[config.mk]
export PLATFORM = sky130hd
export DESIGN_NAME = mult_div
export DESIGN_NICKNAME = d
export VERILOG_FILES = /design/src/rtl/mult_div.sv
export SDC_FILE = /design/constraint.sdc
export NUM_CORES = 1
export LEC_CHECK = 0
export CORE_MARGIN = 2
export CORE_UTILIZATION = 50
export CTS_CLUSTER_SIZE = 25
export DETAILED_ROUTE_END_ITERATION = 7
export GPL_TIMING_DRIVEN = 0
export PLACE_DENSITY = 0.83
export SYNTH_ARGS = -nofsm -noshare
export SYNTH_HDL_FRONTEND = slang
export SYNTH_SLANG_ARGS = --single-unit
[constraint.sdc]
create_clock -name clk -period 6 [get_ports clk]
set_input_delay 1.2 -clock clk [delete_from_list [all_inputs] [get_ports clk]]
set_output_delay 1.2 -clock clk [all_outputs]
set_load 0.02 [all_outputs]
[src/rtl/mult_div.sv]
// mult_div: iterative 32x32 multiply / 32/32 divide unit writing a HI:LO pair.
// One radix-2 step per cycle, 32 iterations, then a sign-fix cycle.
// Signed operations run on magnitudes, and the saved signs are applied at the end.

module mult_div (
  input  logic        clk,
  input  logic        reset,
  input  logic        start,
  input  logic [1:0]  op,
  input  logic [31:0] lvalue,
  input  logic [31:0] rvalue,
  input  logic        flush,
  output logic [31:0] hi,
  output logic [31:0] lo,
  output logic        busy,
  output logic        done
);

  typedef enum logic [1:0] {
    IDLE = 2'd0,
    ITER = 2'd1,
    FIX  = 2'd2
  } state_t;

  // An operand that is entirely don't-care is read as zero.
  // The ALU reads it the same way.
  localparam logic [31:0] DONT_CARE = 'x;

  state_t      state;
  state_t      state_next;

  logic [4:0]  count;
  logic        is_div;
  logic        neg_main;
  logic        neg_rem;
  logic        div_zero;
  logic [31:0] acc_hi;
  logic [31:0] acc_lo;
  logic [31:0] opnd_b;

  logic        capture;
  logic        step;
  logic        finish;

  logic        is_signed;
  logic [31:0] l_clean;
  logic [31:0] r_clean;
  logic [31:0] l_abs;
  logic [31:0] r_abs;

  logic [32:0] mul_sum;
  logic [32:0] div_shift;
  logic [32:0] div_trial;
  logic        div_ok;

  logic [63:0] prod_raw;
  logic [63:0] prod_fixed;
  logic [31:0] quot_fixed;
  logic [31:0] rem_fixed;
  logic [31:0] res_hi;
  logic [31:0] res_lo;

  // State register: reset and flush both return to IDLE.
  always_ff @(posedge clk or posedge reset) begin
    if (reset)
      state <= IDLE;
    else
      state <= state_next;
  end

  // Next-state logic. Flush overrides everything, including a start in IDLE.
  always_comb begin
    state_next = state;
    case (state)
      IDLE: if (start && !flush) state_next = ITER;
      ITER: begin
        if (flush)
          state_next = IDLE;
        else if (count == 5'd31)
          state_next = FIX;
      end
      FIX:     state_next = IDLE;
      default: state_next = IDLE;
    endcase
  end

  // FSM outputs: busy follows the state, and these strobes steer the datapath.
  always_comb begin
    busy    = (state != IDLE);
    capture = (state == IDLE) && start && !flush;
    step    = (state == ITER) && !flush;
    finish  = (state == FIX)  && !flush;
  end

  // Operand conditioning.
  // Don't-care words are mapped to zero.
  // Signed operands are reduced to their magnitudes.
  always_comb begin
    is_signed = ~op[0];
    l_clean   = (lvalue === DONT_CARE) ? 32'd0 : lvalue;
    r_clean   = (rvalue === DONT_CARE) ? 32'd0 : rvalue;
    l_abs     = (is_signed && l_clean[31]) ? (32'd0 - l_clean) : l_clean;
    r_abs     = (is_signed && r_clean[31]) ? (32'd0 - r_clean) : r_clean;
  end

  // One iteration step.
  // Multiply: add the multiplicand into the upper half when the LSB of the
  // multiplier is set, then shift right.
  // Divide: restoring shift-subtract. The remainder sits in acc_hi, and the
  // quotient bits shift into acc_lo.
  always_comb begin
    mul_sum   = {1'b0, acc_hi} + (acc_lo[0] ? {1'b0, opnd_b} : 33'd0);
    div_shift = {acc_hi, acc_lo[31]};
    div_trial = div_shift - {1'b0, opnd_b};
    div_ok    = ~div_trial[32];
  end

  // Sign fix-up of the finished magnitudes.
  // On divide by zero the quotient is forced to all ones. The remainder
  // already equals the original dividend once its sign is restored.
  always_comb begin
    prod_raw   = {acc_hi, acc_lo};
    prod_fixed = neg_main ? (64'd0 - prod_raw) : prod_raw;
    quot_fixed = div_zero ? 32'hFFFF_FFFF : (neg_main ? (32'd0 - acc_lo) : acc_lo);
    rem_fixed  = neg_rem ? (32'd0 - acc_hi) : acc_hi;
    res_hi     = is_div ? rem_fixed  : prod_fixed[63:32];
    res_lo     = is_div ? quot_fixed : prod_fixed[31:0];
  end

  // Working registers: load at capture, advance on each ITER step.
  always_ff @(posedge clk or posedge reset) begin
    if (reset) begin
      count    <= 5'd0;
      is_div   <= 1'b0;
      neg_main <= 1'b0;
      neg_rem  <= 1'b0;
      div_zero <= 1'b0;
      acc_hi   <= 32'd0;
      acc_lo   <= 32'd0;
      opnd_b   <= 32'd0;
    end else if (capture) begin
      count    <= 5'd0;
      is_div   <= op[1];
      neg_main <= is_signed && (l_clean[31] ^ r_clean[31]);
      neg_rem  <= is_signed && l_clean[31];
      div_zero <= (r_clean == 32'd0);
      acc_hi   <= 32'd0;
      acc_lo   <= l_abs;
      opnd_b   <= r_abs;
    end else if (step) begin
      count <= count + 5'd1;
      if (is_div) begin
        acc_hi <= div_ok ? div_trial[31:0] : div_shift[31:0];
        acc_lo <= {acc_lo[30:0], div_ok};
      end else begin
        acc_hi <= mul_sum[32:1];
        acc_lo <= {mul_sum[0], acc_lo[31:1]};
      end
    end
  end

  // Architectural HI/LO registers and the done pulse.
  // They are written only by an unflushed FIX cycle.
  always_ff @(posedge clk or posedge reset) begin
    if (reset) begin
      hi   <= 32'd0;
      lo   <= 32'd0;
      done <= 1'b0;
    end else begin
      done <= finish;
      if (finish) begin
        hi <= res_hi;
        lo <= res_lo;
      end
    end
  end

endmodule

* Word-level counts from Yosys, hierarchy flattened
Index checks and enable logic that the tools add are counted.
Storage, ports and cells: bits in registers 172, input bits 70, output and inout port bits 66
Cells by class: add/subtract/negate cells 8, equality and inequality tests 7, mux-type cells 24, bitwise logic cells 3, reduce and logical (&&, ||, !) cells 14
Operator list (number):
- 2-to-1 mux 32 bit | 17
- subtractor 1 x 32 -> 32 bit (first input constant) | 4
- case equality test 32 bit (second input constant) | 2
- 2-to-1 mux 64 bit | 1
- subtractor 1 x 64 -> 64 bit (first input constant) | 1
- adder 32 x 32 -> 33 bit | 1
- subtractor 33 x 32 -> 33 bit | 1
- logical NOT 32 bit | 1
- 2-to-1 mux 5 bit | 2
- logical AND 1 bit | 8
- 2-to-1 mux 2 bit | 3
- adder 5 x 1 -> 5 bit (second input constant) | 1
- == test 5 bit (second input constant) | 1
- case mux 2 bit (2 select lines) | 1
- nonzero test 2 bit | 2
- inequality test 3 bit (second input constant) | 1
- == test 2 x 1 -> 1 bit (second input constant) | 1
- == test 2 bit (second input constant) | 1
- logical NOT 2 bit | 1
- inequality test 2 bit (second input constant) | 1
- inverter 1 bit | 2
- AND reduction 2 bit | 1
- logical NOT 1 bit | 1
- XOR 1 bit | 1

* Logic depth before layout (Yosys ltp)
Gate-level depths: netlist of the first run.
word-level depth 5, gate-level depth with buffers 6, depth with buffers taken out 4

* Worst setup path after synthesis of the first run
No wires, ideal clock.
path type input to register, start point input port flush, end point register acc_hi[30], library setup time 0.123 ns, data arrival time 2.167 ns, data required time 5.877 ns, setup slack 3.710 ns, stages 5, buffers on the path 2, cell sequence nor4b_1 -> nor2_1 -> buf_2 -> buf_2 -> o2bb2ai_1
Between the ends: longest elaborated chain between the ends 3, elaborated cells on any way between the ends 5, those cells by class 1 x mux; 4 x reduce/logical
Ends and longest elaborated chain:
- start, declared | RTL line 12 | input logic flush,
- logical NOT 1 bit (*) | RTL line 90, 91
- logical AND 1 bit, on equally long branches | RTL line 90, 91
- 2-to-1 mux 32 bit / nonzero test 2 bit (equally long branches)
- end signal, assigned | RTL line 153 | acc_hi <= div_ok ? div_trial[31:0] : div_shift[31:0];
- end signal, assigned | RTL line 156 | acc_hi <= mul_sum[32:1];
- end, declared | RTL line 37 | logic [31:0] acc_hi;
Every way passes the cells marked *; elsewhere a longest branch is shown, timed or not. A chain may end at the register's enable or synchronous reset.

* Worst setup path after layout of the first run
start point register state[0], end point output port busy
Between the ends: longest elaborated chain between the ends 1
Ends and longest elaborated chain:
- start, declared | RTL line 29 | state_t state;
- start signal, assigned | RTL line 68 | state <= state_next;
- nonzero test 2 bit | RTL line 89 | busy = (state != IDLE);
- end, declared | RTL line 15 | output logic busy,
No other way between the ends.

==> summary.md, run 1 <==
| Metric | Value |
|---|---|
| Clk sinks | `138` |
| Unrepaired setup endpoints after global routing | `no` |
| Mapped Nets | `532` |
| Post-Synthesis Cells | `460` |
| CTS HTree Levels | `4` |
| CTS root buf | `clkbuf_16` |
| Critical Path RT | `4800 ps` |
| Starting Density | `50.97%` |
| Slew @ Worst Pin | `705.8 ps` |
| Diodes inserted | `0` |
| Hold path startpoint | `div_zero` |
| Setup Buffers After CTS | `0` |
| DP Area | `6683 µm²` |
| Register Area | `3453 µm²` |
| Maximum fanout along the worst path | `6` |
| First-pass GRT wire length | `20.15 mm` |
| CTS Buf Count | `17` |
| Vias per inst | `5.567` |
| CTS resizes | `0` |
| Gpl congestion | `0.7608` |
| Setup Viol. Count Final | `0` |
| Die area | `12420 µm²` |
| Fin. Hold Viols | `0` |
| Fin. max-slew vios | `0` |
| Routed Antenna Nets | `0` |
| Area of the multi-input gates | `2145 µm²` |
| Fmax | `342.6 MHz` |
| Crit-path cells | `or2_2 > clkdlybuf4s50_1` |
| Largest net degree at the start of global routing | `107` |
| CP Launch Type | `flop` |
| Primary FF master, synth | `dfrtp_1` |
| Fin crit period | `2919 ps` |
| Worst reg2reg path endpoint | `hi[22]` |
| Fin util | `63.79%` |
| Peak supply drop | `294.7 µV` |
| Num ports | `136` |
| Reg2Reg Setup Slack | `4070 ps` |
| Core area | `11320 µm²` |
| Layout cells sized above 1 | `15.63%` |
| Hold_ws | `458.1 ps` |
| CP endpoint kind | `output port` |
| Min-Delay Endpoint | `div_zero` |
| Post-DP HPWL | `7.856 mm` |
| Power density over the cells | `289.3 nW/µm²` |
| Bufs and invs on worst path | `1` |
| Nets@finish | `622` |
| Unique cell type count in the Yosys netlist | `26` |
| Vias in the first global route | `4113` |
| Starting DRT DRC Count | `214` |
| HP Class | `flop to flop` |
| Row count | `39` |
| Total Power | `2.089 mW` |
| Post-synthesis sequential area ratio | `59.84%` |
| Area share of the largest cell type after synthesis | `59.84%` |
| Delay-heaviest family, CP | `buffers and inverters` |
| Initial antenna violation count | `0` |
| Biggest cell delay along the critical path | `550 ps` |
| Critical R2R Launch | `state[1]` |
| GRT overflow | `0` |
| Status | `complete, no violations` |
| WS Path Type | `flop to output port` |
| Slew margin rel. | `52.95%` |
| Syn avg cell area | `12.54 µm²` |
| Area Overhead vs Synth | `25.15%` |
| Residual DRC | `0` |
| Fill cells | `874` |
| Most common cell in the netlist | `dfrtp_1` |
| FFs w/ async S/R, synth | `100.0%` |
| Clock slew at reported path FFs | `50 ps` |
| Top cells by area, synth | `dfrtp_1 60%, mux2i_1 11%, o2bb2ai_1 9.4%` |
| WL final | `11.85 mm` |
| Yosys Warn Count | `0` |
| Clock buffer depth | `2` |
| Reg2Reg Depth | `3` |
| Fin area | `7222 µm²` |
| PortBufs | `70` |
| Leakage | `3.285 nW` |
| Clock skew | `8.909 ps` |
| Clk_lat worst skew | `400 ps` |
| Most frequent cells after synthesis | `138 x dfrtp_1, 66 x nor2_1, 63 x mux2i_1, 62 x o2bb2ai_1, 34 x a21oi_1` |
| Post-synth EDFFs | `0` |
| Die Y | `111.4 µm` |
| Hold path cells | `1` |
| Post-synth top area cell | `dfrtp_1` |
| Max stage delay cell, worst path | `clkdlybuf4s50_1` |
| Cell Area, Synth | `5771 µm²` |
| All-Layer GR Usage | `20.03%` |
| Hold_buf cts | `0` |
| Routed WL per cell | `16.78 µm` |
| Pre-antenna DRT Iters | `4` |
| Die width | `111.4 µm` |
| CTS tree | `built` |
| Via count | `3930` |
| Final period utilization | `48.65%` |
| Critical path data arrival time | `1720 ps` |
| Yosys reg bits | `138` |
| Number of max-capacitance violations reported | `0` |
==> cell type report <==
type	instances	share of cell area, %
Clock inverter	10	1.040
Tap cell	143	2.477
Timing Repair Buffer	71	10.08
Clock buffer	22	6.428
Multi-Input combinational cell	283	29.70
Inverter	2	0.1733
Buffer	37	2.287
Sequential cell	138	47.82
==> flip-flops by register name, summed over array words and instances, names as in the netlist <==
name      flops
acc_hi       32
acc_lo       32
hi           32
lo           32
count         5
state         2
div_zero      1
done          1
is_div        1
==> cells in the final DEF, fill, tap and decap left out, types with 2 or more instances in the layout <==
cell	instances
o21ai_0	3
dfrtp_1	138
o2bb2ai_1	62
buf_2	21
clkbuf_8	2
clkinv_2	9
and2_1	2
nand2_1	4
nor2_1	66
mux2_2	32
clkbuf_16	17
mux2i_1	63
a22o_1	3
clkbuf_1	18
nor3b_2	2
ha_1	2
a21oi_1	34
clkdlybuf4s50_1	70
==> power by group <==
| group | leakage [nW] | internal [mW] | switching, mW |
|---|---|---|---|
| combinational | 1.09 | 0.0666 | 0.126 |
| sequential | 1.92 | 0.940 | 0.00795 |
| clock | 0.277 | 0.584 | 0.363 |
| total | 3.29 | 1.59 | 0.498 |
==> through the flow <==
| step | setup TNS [ps] | setup slack, ps | cells |
|---|---|---|---|
| floorplan | 0 | 1104 | 460 |
| global placement | -67270 | -498.0 | 673 |
| detailed placement | 0 | 2799 | 674 |
| CTS | 0 | 3071 | 706 |
| global route | 0 | 3029 | 706 |
| finish | 0 | 3081 | 706 |
==> layer usage <==
layer | wire, µm | vias to the layer above | track usage [%]
met5 | 0 | - | 0
met4 | 80 | 0 | 4.774
met3 | 668 | 10 | 6.369
met2 | 5819 | 103 | 31.99
met1 | 5277 | 1979 | 27.13
li1 | - | 1838 | -
==> cells by family after synthesis <==
family                   synth area share (%)
flip-flops                              59.84
AO/OA/AOI/OAI                           13.25
multiplexers                            17.17
AND/OR/NAND/NOR                         6.310
buffers and inverters                   2.992
adder cells (fa/ha/maj)                0.4336
==> worst max-delay path by stage <==
stage,startpoint,endpoint,slack (ps),depth (start not counted)
2_1_floorplan,reset,acc_hi[0],1100,1
3_3_place_gp,reset,lo[10],-500,2
3_5_place_dp,flush,hi[22],2800,4
4_1_cts,state[0],busy,3070,2
5_1_grt,state[0],busy,3030,2
6_report,state[0],busy,3080,2
Note: power is estimated with default switching activity, not from simulation.
==> inputs of run 2 (changes only) <==
==> constraint.sdc (replaced) <==
create_clock -name clk -period 2.95 [get_ports clk]
set_input_delay 0.59 -clock clk [delete_from_list [all_inputs] [get_ports clk]]
set_output_delay 0.59 -clock clk [all_outputs]
set_load 0.02 [all_outputs]
==> summary.md, run 2 (same netlist as run 1, synthesis figures left out) <==
| Metric | Value |
|---|---|
| Max stage delay cell, worst path | `clkdlybuf4s50_1` |
| Critical Path RT | `2360 ps (-2440 ps)` |
| Delay-heaviest family, CP | `buffers and inverters` |
| Routed WL per cell | `17.22 µm (+2.6%)` |
| Gpl congestion | `0.7568 (-0.53%)` |
| Final period utilization | `78.27%` |
| CTS root buf | `clkbuf_16` |
| Combinational group share of total power | `8.9% (-0.3 points)` |
| Clk sinks | `138 (unchanged)` |
| HP Class | `flop to flop` |
| WS Path Type | `flop to output port` |
| Clock buffer depth | `2 (unchanged)` |
| Routed Antenna Nets | `0 (unchanged)` |
| Hold path cells | `1 (unchanged)` |
| Peak supply drop | `380.4 µV (+29%)` |
| Fin crit period | `2309 ps` |
| Residual DRC | `0 (unchanged)` |
| WL final | `12.19 mm (+2.9%)` |
| Vias per inst | `5.579 (+0.22%)` |
| GRT overflow | `0 (unchanged)` |
| Pint | `3.390 mW (+110%)` |
| Setup Viol. Count Final | `0 (unchanged)` |
| Maximum fanout along the worst path | `6 (unchanged)` |
| Num ports | `136 (unchanged)` |
| Bufs and invs on worst path | `1 (unchanged)` |
| PortBufs | `70 (unchanged)` |
| Commonest cells after routing, fill and taps aside | `138 x dfrtp_1, 70 x clkdlybuf4s50_1, 66 x nor2_1` |
| Area of the multi-input gates | `2145 µm² (unchanged)` |
| CTS Buf Count | `17 (unchanged)` |
| Worst reg2reg path endpoint | `hi[21]` |
| Layout cells sized above 1 | `16.11% (+0.48 points)` |
| Fin area | `7315 µm² (+1.3%)` |
| Slew margin rel. | `51.85% (-1.1 points)` |
| CTS HTree Levels | `4 (unchanged)` |
| Largest net degree at the start of global routing | `45 (-58%)` |
| Sequential share of power | `43.1% (-2.3 points)` |
| All-Layer GR Usage | `20.57% (+0.54 points)` |
| Min-Delay Endpoint | `div_zero` |
| Fin. Hold Viols | `0 (unchanged)` |
| Slew @ Worst Pin | `719.1 ps (+13.26 ps)` |
| P_sw | `1.091 mW (+120%)` |
| CTS resizes | `0 (unchanged)` |
| Row count | `39 (unchanged)` |
| Reg2Reg Setup Slack | `1010 ps (-3060 ps)` |
| Hold_ws | `472.1 ps (+13.99 ps)` |
| Register Area | `3453 µm² (unchanged)` |
| DP Area | `6714 µm² (+0.47%)` |
| Clock skew | `11.37 ps (+2.465 ps)` |
| Die Y | `111.4 µm (unchanged)` |
| Clk pwr share | `48.1% (+2.7 points)` |
| Via count | `3950 (+0.51%)` |
| Switch share | `24.35% (+0.52 points)` |
| Nets@finish | `624 (+0.32%)` |
| CTS tree | `built` |
| Starting Density | `50.97% (unchanged)` |
| Core area | `11320 µm² (unchanged)` |
| Vias in the first global route | `4231 (+2.9%)` |
| Fin util | `64.61% (+0.82 points)` |
| Placed cells | `676 (+0.30%)` |
| Commonest non-fill, non-tap cell in the layout | `dfrtp_1` |
| CP Launch Type | `flop` |
| Area Overhead vs Synth | `26.76%` |
| Clock slew at reported path FFs | `60 ps (about the same)` |
| Final Non-Filler Cells | `708 (+0.28%)` |
| Biggest cell delay along the critical path | `550 ps (about the same)` |
| Post-DP HPWL | `7.986 mm (+1.7%)` |
| Crit-path cells | `or2_2 > clkdlybuf4s50_1` |
| Number of max-capacitance violations reported | `0 (unchanged)` |
| Critical path data arrival time | `1720 ps (about the same)` |
| Critical R2R Launch | `state[0]` |
| Power density over the cells | `612.6 nW/µm² (+110%)` |
| Leakage | `3.308 nW (+0.70%)` |
| Setup Total Neg Slack | `0 ps (unchanged)` |
| Starting DRT DRC Count | `213 (-0.47%)` |
| Hold_buf cts | `0 (unchanged)` |
| Die area | `12420 µm² (unchanged)` |
| Fin. max-slew vios | `0 (unchanged)` |
| Initial antenna violation count | `0 (unchanged)` |
| First-pass GRT wire length | `20.75 mm (+3.0%)` |
| Die width | `111.4 µm (unchanged)` |
| Diodes inserted | `0 (unchanged)` |
| Hold path startpoint | `div_zero` |
| Unrepaired setup endpoints after global routing | `no` |
| Status | `complete, no violations` |
| Reg2Reg Depth | `3 (unchanged)` |
| Pre-antenna DRT Iters | `4 (unchanged)` |
| Clk_lat worst skew | `410 ps (about the same)` |
| Setup Buffers After CTS | `0 (unchanged)` |
| Fill cells | `875 (+0.11%)` |
| Fmax | `433.1 MHz` |
| CP endpoint kind | `output port` |
## run 2: layout make-up
class / instances / area share [%]
tap: 143 / 2.446
sequential: 138 / 47.21
clock buffer: 19 / 5.919
inverter: 2 / 0.1540
multi-input combinational: 283 / 29.32
timing repair buffer: 73 / 10.40
buffer: 37 / 2.258
clock inverter: 13 / 2.292
## run 2: worst max-delay path by stage
stage	endpoint	slack (ps)	cells past startpoint	start
after floorplan	acc_hi[0]	640	1	reset
after global placement	lo[22]	-420	2	reset
after detailed placement	hi[21]	330	4	flush
after CTS	busy	630	2	state[0]
after global routing	busy	570	2	state[0]
final	busy	640	2	state[0]
## run 2: routing by layer
metal  global-route usage (%)  vias to the layer above  wire length, µm
met5                        0                        -                0
met4                    5.761                        0              146
met3                    5.879                       19              664
met2                    33.33                      115             5927
met1                    27.48                     1965             5456
li1                         -                     1851                -
## run 2: metrics by stage
stage          total power [mW]  setup WS, ps
2_1_floorplan             2.260         638.9
3_3_place_gp              2.334        -422.6
3_5_place_dp              2.357         328.6
4_1_cts                   4.511         628.0
5_1_grt                   4.634         573.8
6_report                  4.481         641.0
## run 2: power by group through the flow
stage	Combinational, mW	Clock, mW	Sequential, mW
finish	0.397	2.15	1.93
global route	0.443	2.26	1.93
CTS	0.400	2.18	1.93
detailed placement	0.393	0	1.96
global placement	0.373	0	1.96
floorplan	0.302	0	1.96
